<file path="config.mk">
export PLATFORM = sky130hd
export DESIGN_NAME = usadd_n_flat
export DESIGN_NICKNAME = d
export VERILOG_FILES = /design/src/rtl/usadd_n_pkg.sv /design/src/rtl/usadd_n_if.sv /design/src/rtl/usadd_n_popcount_n.sv /design/src/rtl/usadd_n.sv /design/src/flat_wrapper.sv
export SDC_FILE = /design/constraint.sdc
export NUM_CORES = 1
export LEC_CHECK = 0
export BUFFER_PORTS_ARGS = -buffer_cell sky130_fd_sc_hd__buf_2
export CORE_MARGIN = 4
export CORE_UTILIZATION = 57
export CTS_CLUSTER_DIAMETER = 30
export CTS_CLUSTER_SIZE = 12
export DETAILED_ROUTE_END_ITERATION = 8
export PLACE_DENSITY = 0.78
export SLEW_MARGIN = 20
export SYNTH_ARGS = -nofsm -noshare
export SYNTH_HDL_FRONTEND = slang
export SYNTH_HIERARCHICAL = 1
export SYNTH_SLANG_ARGS = --single-unit
</file>
<file path="constraint.sdc">
create_clock -name iClk -period 4.6 [get_ports iClk]
set_clock_uncertainty 0.1 [all_clocks]
set_input_delay 0.46 -clock iClk [delete_from_list [all_inputs] [get_ports iClk]]
set_output_delay 0.46 -clock iClk [all_outputs]
set_load 0.01 [all_outputs]
</file>
<file path="src/rtl/usadd_n_pkg.sv">
// Shared sizing helpers and mode encodings for the unary adder family.
package usadd_pkg;

    localparam logic MODE_SCALED = 1'b0;
    localparam logic MODE_SAT    = 1'b1;

    function automatic int clog2(input int v);
        int r;
        r = 0;
        for (int i = 0; i < 31; i++)
            if ((1 << i) < v) r = i + 1;
        return r;
    endfunction

    // Holds acc + popcount, which peaks at 2*NINPUT-1.
    function automatic int acc_w(input int ninput);
        return clog2(2 * ninput);
    endfunction

    function automatic int cnt_w(input int winlog);
        return winlog + 1;
    endfunction

endpackage

</file>
<file path="src/rtl/usadd_n_if.sv">
// Stream-side bundle of the N-input unary adder: qualifiers, inputs and results.
interface usadd_n_if #(
    parameter int NINPUT = 4,
    parameter int WINLOG = 8
);
    logic              en;
    logic              clr;
    logic              mode;
    logic [NINPUT-1:0] a;
    logic              c;
    logic [WINLOG:0]   ones;
    logic              done;

    modport master (output en, clr, mode, a, input  c, ones, done);
    modport slave  (input  en, clr, mode, a, output c, ones, done);
endinterface

</file>
<file path="src/rtl/usadd_n_popcount_n.sv">
// Combinational ones-counter over NINPUT bits; reusable by other reduction blocks.
module popcount_n
    import usadd_pkg::*;
#(
    parameter int NINPUT = 4,
    localparam int PW    = clog2(NINPUT + 1)
) (
    input  logic [NINPUT-1:0] a,
    output logic [PW-1:0]     cnt
);
    // Written as a sum; synthesis rebalances it into an adder tree.
    always_comb begin
        cnt = '0;
        for (int i = 0; i < NINPUT; i++)
            cnt = cnt + PW'(a[i]);
    end
endmodule

</file>
<file path="src/rtl/usadd_n.sv">
// N-input scaled/saturating unary adder with a windowed ones-counter.
// Build option: USADD_N_ROUND_EN presets acc to floor(NINPUT/2) for rounding.
module usadd_n
    import usadd_pkg::*;
#(
    parameter int NINPUT = 4,
    parameter int WINLOG = 8
) (
    input logic    iClk,
    input logic    iRstN,
    usadd_n_if.slave bus
);
    localparam int AW = acc_w(NINPUT);
    localparam int PW = clog2(NINPUT + 1);
    localparam int CW = cnt_w(WINLOG);

`ifdef USADD_N_ROUND_EN
    localparam logic [AW-1:0] ACC_INIT = AW'(NINPUT / 2);
`else
    localparam logic [AW-1:0] ACC_INIT = '0;
`endif

    logic [PW-1:0]     p;
    logic [AW-1:0]     acc, s, d, r, acc_nxt;
    logic              c_nxt, wrap;
    logic [WINLOG-1:0] win_cnt;
    logic [CW-1:0]     ones_run, run_nxt;
    logic              c_q, done_q;
    logic [CW-1:0]     ones_q;

    popcount_n #(.NINPUT(NINPUT)) u_pop (.a(bus.a), .cnt(p));

    always_comb begin
        s       = acc + AW'(p);
        d       = (bus.mode == MODE_SAT) ? AW'(1) : AW'(NINPUT);
        c_nxt   = (s >= d);
        r       = c_nxt ? (s - d) : s;
        // Scaled mode keeps r below NINPUT on its own; saturating mode drops the excess.
        acc_nxt = (bus.mode == MODE_SAT && r > AW'(NINPUT - 1)) ? AW'(NINPUT - 1) : r;
        wrap    = &win_cnt;
        run_nxt = ones_run + CW'(c_nxt);
    end

    always_ff @(posedge iClk or negedge iRstN) begin
        if (!iRstN) begin
            acc      <= ACC_INIT;
            c_q      <= 1'b0;
            win_cnt  <= '0;
            ones_run <= '0;
            ones_q   <= '0;
            done_q   <= 1'b0;
        end else if (bus.clr) begin
            acc      <= ACC_INIT;
            c_q      <= 1'b0;
            win_cnt  <= '0;
            ones_run <= '0;
            done_q   <= 1'b0;
        end else if (bus.en) begin
            acc     <= acc_nxt;
            c_q     <= c_nxt;
            win_cnt <= win_cnt + 1'b1;
            if (wrap) begin
                ones_q   <= run_nxt;
                ones_run <= '0;
                done_q   <= 1'b1;
            end else begin
                ones_run <= run_nxt;
                done_q   <= 1'b0;
            end
        end else begin
            done_q <= 1'b0;
        end
    end

    assign bus.c    = c_q;
    assign bus.ones = ones_q;
    assign bus.done = done_q;
endmodule
</file>
<file path="src/flat_wrapper.sv">
// flat-port wrapper written by rule: the top's interface ports become plain ports
module usadd_n_flat import usadd_pkg::*;
#(
    parameter int NINPUT = 4,
    parameter int WINLOG = 8
)
  (iClk, iRstN, bus_en, bus_clr, bus_mode, bus_a, bus_c, bus_ones, bus_done);
  usadd_n_if #(.NINPUT(NINPUT), .WINLOG(WINLOG)) bus_i ();
  input logic iClk;
  input logic iRstN;
  input wire logic [$bits(bus_i.en)-1:0] bus_en;
  input wire logic [$bits(bus_i.clr)-1:0] bus_clr;
  input wire logic [$bits(bus_i.mode)-1:0] bus_mode;
  input wire logic [$bits(bus_i.a)-1:0] bus_a;
  output wire logic [$bits(bus_i.c)-1:0] bus_c;
  output wire logic [$bits(bus_i.ones)-1:0] bus_ones;
  output wire logic [$bits(bus_i.done)-1:0] bus_done;
  assign bus_i.en = bus_en;
  assign bus_i.clr = bus_clr;
  assign bus_i.mode = bus_mode;
  assign bus_i.a = bus_a;
  assign bus_c = bus_i.c;
  assign bus_ones = bus_i.ones;
  assign bus_done = bus_i.done;
  usadd_n #(.NINPUT(NINPUT), .WINLOG(WINLOG)) u_core (.iClk(iClk), .iRstN(iRstN), .bus(bus_i));
endmodule
</file>
==> results_dict.tcl, run 1 <==
set metrics [dict create \
    n_antenna_cell 0 \
    nFillCells 231 \
    initial_utilization 0.612 \
    via_count 1267 \
    hold_class "in -> async" \
    async_flop_share 1.00 \
    final_cells 222 \
    wirelength_mm 3.21 \
    first_iter_violations 98 \
    rows 19 \
    drt-vias-per-instance 5.71 \
    place.gp.congestion 0.897 \
    syn_area_mm2 0.00172 \
    grt_max_degree 32 \
    hpwl_mm 2.37 \
    peakVddDrop_v 0.000263 \
    numCtsBuffers 5 \
    hold_viol_final 0 \
    port_buffers 19 \
    synth_top_area_frac 0.452 \
    nets 211 \
    cts_tree "done" \
    ys_dominant_reg_cell "dfrtp_1" \
    postRouteAntennaNets 0 \
    dpl_cell_area_mm2 0.00184 \
    worstMarginPinSlew_ns 0.795 \
    grt_pass1_vias 1303 \
    antenna_found_initial 0 \
    finalCritPeriodShare 0.935 \
    pwr-share-seq 0.453 \
    grt_util_all_layers 0.188 \
    syn_to_final_growth_pct 10.3 \
    cts_setup_buffers 0 \
    dp_slack_ns 0.00644 \
    outcome "finished clean" \
    synth_area_leaders "dfrtp_1, ha_1, nor2_1" \
    netlist_instances 169 \
    final-setup-viol-count 0 \
    leakagePower_nw 0.912 \
    root_buffer "clkbuf_4" \
    p_comb_frac 0.316 \
    syn_area_per_cell_um2 10.2 \
    drc_errors 0 \
    seq_area_frac_synth 0.452 \
    yosysWarnings 6 \
    die_y_um 62.9 \
    internal_power_mw 0.460 \
    place_inst 215 \
    endpoint_kind "register" \
    final_util 0.674 \
    clock_latency_ns 0.31 \
    die-width_um 62.9 \
    clkPwrFrac 0.231 \
    yosys.area.top_type "dfrtp_1" \
    holdBufCountCts 0 \
    cp_data_arrival_time_ns 4.40 \
    ios 20 \
    ys_types 42 \
    fp.coreArea_mm2 0.00281 \
    synth-seq-cells 31 \
    grt_overflow 0 \
    powerDensity_mw_per_mm2 360 \
    setup_ws_ns 0.298 \
    dieArea_mm2 0.00395 \
    finalMaxSlewViolations 0 \
    cts_resized 0 \
    switchingPower_mw 0.221 \
    cp.required_ns 4.70 \
    cts_sinks 31 \
    dr.pass1.iters 4 \
    relSlewSlack 0.466 \
    max_freq_mhz 232 \
    syn-num-nets 189 \
    cts.reportedPaths.clkPinSlew_ns 0.09 \
    synth-edff-count 0 \
    p_sw_frac 0.324 \
    path_class "in -> reg" \
    grt_pass1_wl_mm 5.98 \
    startpoint_type "input port" \
    cts-htree-levels 2 \
    fin_setup_tns_ns 0 \
    finalInstanceArea_mm2 0.00189 \
    yosysMostFrequentCell "dfrtp_1" \
    synth_commonest_cells "dfrtp_1, nor2_1, a21oi_1" \
    power_mw 0.681 \
    critPathMaxFanout 5 \
    drive_gt1_frac 0.204 \
    wl_per_cell_um 14.4 \
    rsz0062_at_grt "false" \
    period_needed_ns 4.30 \
    cts_max_path_buffers 2 \
    maxCapViolCount 0 \
    fin_hold_ws_ns 0.0740 \
]
critical path, cell delays in order:
cell and delay [ns]:
buf_2 0.10, ha_1 0.30, fa_1 0.37, ha_1 0.30, fa_1 0.43, xnor3_2 0.43
inv_1 0.06, ha_1 0.19, nor4b_1 0.38, buf_4 0.19, nor2_1 0.05, ha_1 0.22
ha_1 0.25, nand3_1 0.16, nor3_1 0.08, xor2_1 0.15, mux2_2 0.27
area by class of cell:
type	count	area, um2	share of cell area
Multi-Input combinational cell	127	892	0.472
Timing Repair Buffer	21	110	0.0582
Inverter	5	18.8	0.00992
Tap cell	31	38.8	0.0205
Clock inverter	1	5.00	0.00265
Clock buffer	6	51.3	0.0271
Sequential cell	31	776	0.410
placed cells by master (no fill, tap or decap), drive strengths merged, types with 2 or more instances in the layout:
master and count:
dfrtp 31, nor2 21, buf 21, a21oi 16, nand2 14, ha 9, xor2 7, xnor2 6
a31oi 6, clkbuf 6, o21ai 6, inv 5, nand3 5, mux2 3, or2 3, a22o 3
nand2b 2, and3 2, a311oi 2, nand4 2, nor3 2, fa 2, a41oi 2
cells by family (layout without fill, tap and decap cells):
| logic type | count (synthesis) | after routing | share of synthesized area |
|---|---|---|---|
| simple gates | 57 | 57 | 0.168 |
| compound gates | 41 | 41 | 0.157 |
| flops | 31 | 31 | 0.452 |
| xor+xnor | 14 | 14 | 0.0802 |
| fa+ha+maj | 11 | 11 | 0.0890 |
| buf+inv | 11 | 33 | 0.0277 |
| mux | 4 | 4 | 0.0255 |
final timing paths:
kind / startpoint / to / slack [ns] / cells after the start
max: bus_a[0] / u_core/bus.ones[8] / 0.30 / 17
min: iRstN / u_core/win_cnt[2] / 0.07 / 1
max reg2reg: u_core/acc[0] / u_core/bus.ones[8] / 0.98 / 14
min reg2reg: u_core/bus.ones[1] / u_core/bus.ones[1] / 0.42 / 1
max in group asynchronous: iRstN / u_core/ones_run[7] / 3.89 / 1
min in group iClk: bus_mode / u_core/acc[2] / 0.29 / 2
power by group through the flow:
stage	combinational, mW	sequential, mW	clock (mW)
floorplan	0.166	0.309	0
global placement	0.209	0.313	0
detailed placement	0.216	0.314	0
CTS	0.216	0.308	0.162
global route	0.243	0.311	0.177
finish	0.215	0.308	0.157
registers in the layout (all words and copies together) (netlist names):
| name | flops |
|---|---|
| u_core/bus.ones | 9 |
| u_core/ones_run | 9 |
| u_core/win_cnt | 8 |
| u_core/acc | 3 |
| u_core/bus.c | 1 |
| u_core/bus.done | 1 |
metal layers:
metal  track usage  up-vias  wire length, um
li1              -      641                -
met1         0.254      601             1530
met2         0.300       23             1520
met3        0.0450        2              137
met4        0.0551        0               18
met5             0        -                0
(Power assumes the default switching activity.)
==> run 2: changes to the inputs <==
REMOVE_ABC_BUFFERS = 1   (was unset)
==> run 2 against run 1 <==
Final cell count grew 0.45%. Global-route usage shrank 0.22 points. Combinational power grew 2%. Largest cell class unchanged.
==> results_dict.tcl, run 2 (synthesized netlist as in run 1, its figures left out) <==
set metrics [dict create \
    outcome "finished clean" \
    postRouteAntennaNets 0 \
    holdBufCountCts 0 \
    syn_to_final_growth_pct 9.92 \
    wirelength_mm 3.24 \
    power_mw 0.676 \
    hold_viol_final 0 \
    grt_pass1_vias 1272 \
    switchingPower_mw 0.226 \
    wl_per_cell_um 14.5 \
    path_class "in -> reg" \
    period_needed_ns 4.24 \
    initial_utilization 0.612 \
    fp.coreArea_mm2 0.00281 \
    rr_worst_depth 14 \
    via_count 1324 \
    pwr-share-seq 0.456 \
    layout_commonest_cell "dfrtp_1" \
    place_inst 215 \
    rows 19 \
    worstMarginPinSlew_ns 0.807 \
    final-setup-viol-count 0 \
    grt_max_degree 32 \
    drive_gt1_frac 0.198 \
    hpwl_mm 2.39 \
    r2r_slack_ns 1.07 \
    relSlewSlack 0.458 \
    ios 20 \
    nFillCells 218 \
    top_usage_layer "met2" \
    endpoint_kind "register" \
    cts_tree "done" \
    startpoint_type "input port" \
    multiInputGateArea_um2 892 \
    p_comb_frac 0.325 \
    antenna_found_initial 0 \
    first_iter_violations 120 \
    crit_chain "buf_2, ha_1, fa_1, ha_1, fa_1, xnor3_2, inv_1, ha_1, nor4b_1, buf_4, nor2_1, ha_1, ha_1, nand3_1, nor3_1, xor2_1, mux2_2" \
    fin_setup_tns_ns 0 \
    cts.reportedPaths.clkPinSlew_ns 0.09 \
    finalMaxSlewViolations 0 \
    path_buf_inv 3 \
    clkPwrFrac 0.219 \
    setup_ws_ns 0.363 \
    die_y_um 62.9 \
    port_buffers 19 \
    die-width_um 62.9 \
    cp.required_ns 4.72 \
    grt_pass1_wl_mm 5.73 \
    drt-vias-per-instance 5.94 \
    numCtsBuffers 5 \
    max_freq_mhz 236 \
    dr.pass1.iters 4 \
    cts_sinks 31 \
    cts_setup_buffers 0 \
    peakVddDrop_v 0.000213 \
    maxCapViolCount 0 \
    r2r_start "u_core/acc[0]" \
    max_stage_delay_ns 0.43 \
    critPathMaxFanout 5 \
    final_util 0.672 \
    cp_data_arrival_time_ns 4.35 \
    internal_power_mw 0.450 \
    met1_usage 0.241 \
    final_cells 223 \
    n_antenna_cell 0 \
    cts_max_path_buffers 2 \
    root_buffer "clkbuf_4" \
    cpMaxStageDelayCell "fa_1" \
    powerDensity_mw_per_mm2 358 \
    clock_latency_ns 0.33 \
    dpl_cell_area_mm2 0.00184 \
    seq_area_um2 776 \
    drc_errors 0 \
    cts-htree-levels 2 \
    hold_class "in -> async" \
    use_met2 0.279 \
    crit_family "adder cells" \
    cts_resized 0 \
    grt_util_all_layers 0.186 \
    dp_slack_ns 0.0375 \
    place.gp.congestion 0.905 \
    finalInstanceArea_mm2 0.00189 \
    rsz0062_at_grt "false" \
    worstReg2RegEnd "u_core/bus.ones[8]" \
    grt_overflow 0 \
    use_met3 0.0665 \
    finalCritPeriodShare 0.921 \
    dieArea_mm2 0.00395 \
    final_cell_mix "dfrtp_1, nor2_1, buf_2, a21oi_1, nand2_1" \
    nets 211 \
    critical_path.most_common_cell "ha_1" \
    fin_hold_ws_ns 0.0560 \
    leakagePower_nw 0.907 \
    p_sw_frac 0.335 \
]
[run 2: cell count changes in the layout (fill, tap and decap cells not counted), sizes merged]
cell | previous run | this run
clkbuf | 6 | 7
[run 2: layout make-up]
class / instances / share of cell area
multi-input cells: 127 / 0.473
repair buffers: 21 / 0.0584
inverters: 5 / 0.00995
clock buffers: 7 / 0.0239
clock inverters: 1 / 0.00265
flip-flops and latches: 31 / 0.411
well taps: 31 / 0.0206
[run 2: worst max-delay path by stage]
stage	from	to	slack (ns)	depth (start not counted)
3_3_place_gp	bus_a[0]	u_core/bus.ones[8]	0.19	17
5_1_grt	bus_a[0]	u_core/bus.ones[8]	0.21	17
6_report	bus_a[0]	u_core/bus.ones[8]	0.36	17
2_1_floorplan	bus_a[0]	u_core/bus.ones[8]	0.20	15
3_5_place_dp	bus_a[0]	u_core/bus.ones[8]	0.04	17
4_1_cts	bus_a[0]	u_core/bus.ones[8]	0.39	17
[run 2: power groups by stage]
stage,clock [mW],sequential (mW),combinational [mW]
after floorplan,0,0.313,0.157
after detailed placement,0,0.314,0.218
after global routing,0.171,0.311,0.247
after CTS,0.154,0.308,0.219
after global placement,0,0.313,0.209
final,0.148,0.308,0.220
[run 2: metal layers]
metal,vias to the layer above,part of all wire
met1,633,0.47
met3,7,0.059
li1,651,-
met4,0,0.019
met2,33,0.45
met5,-,0
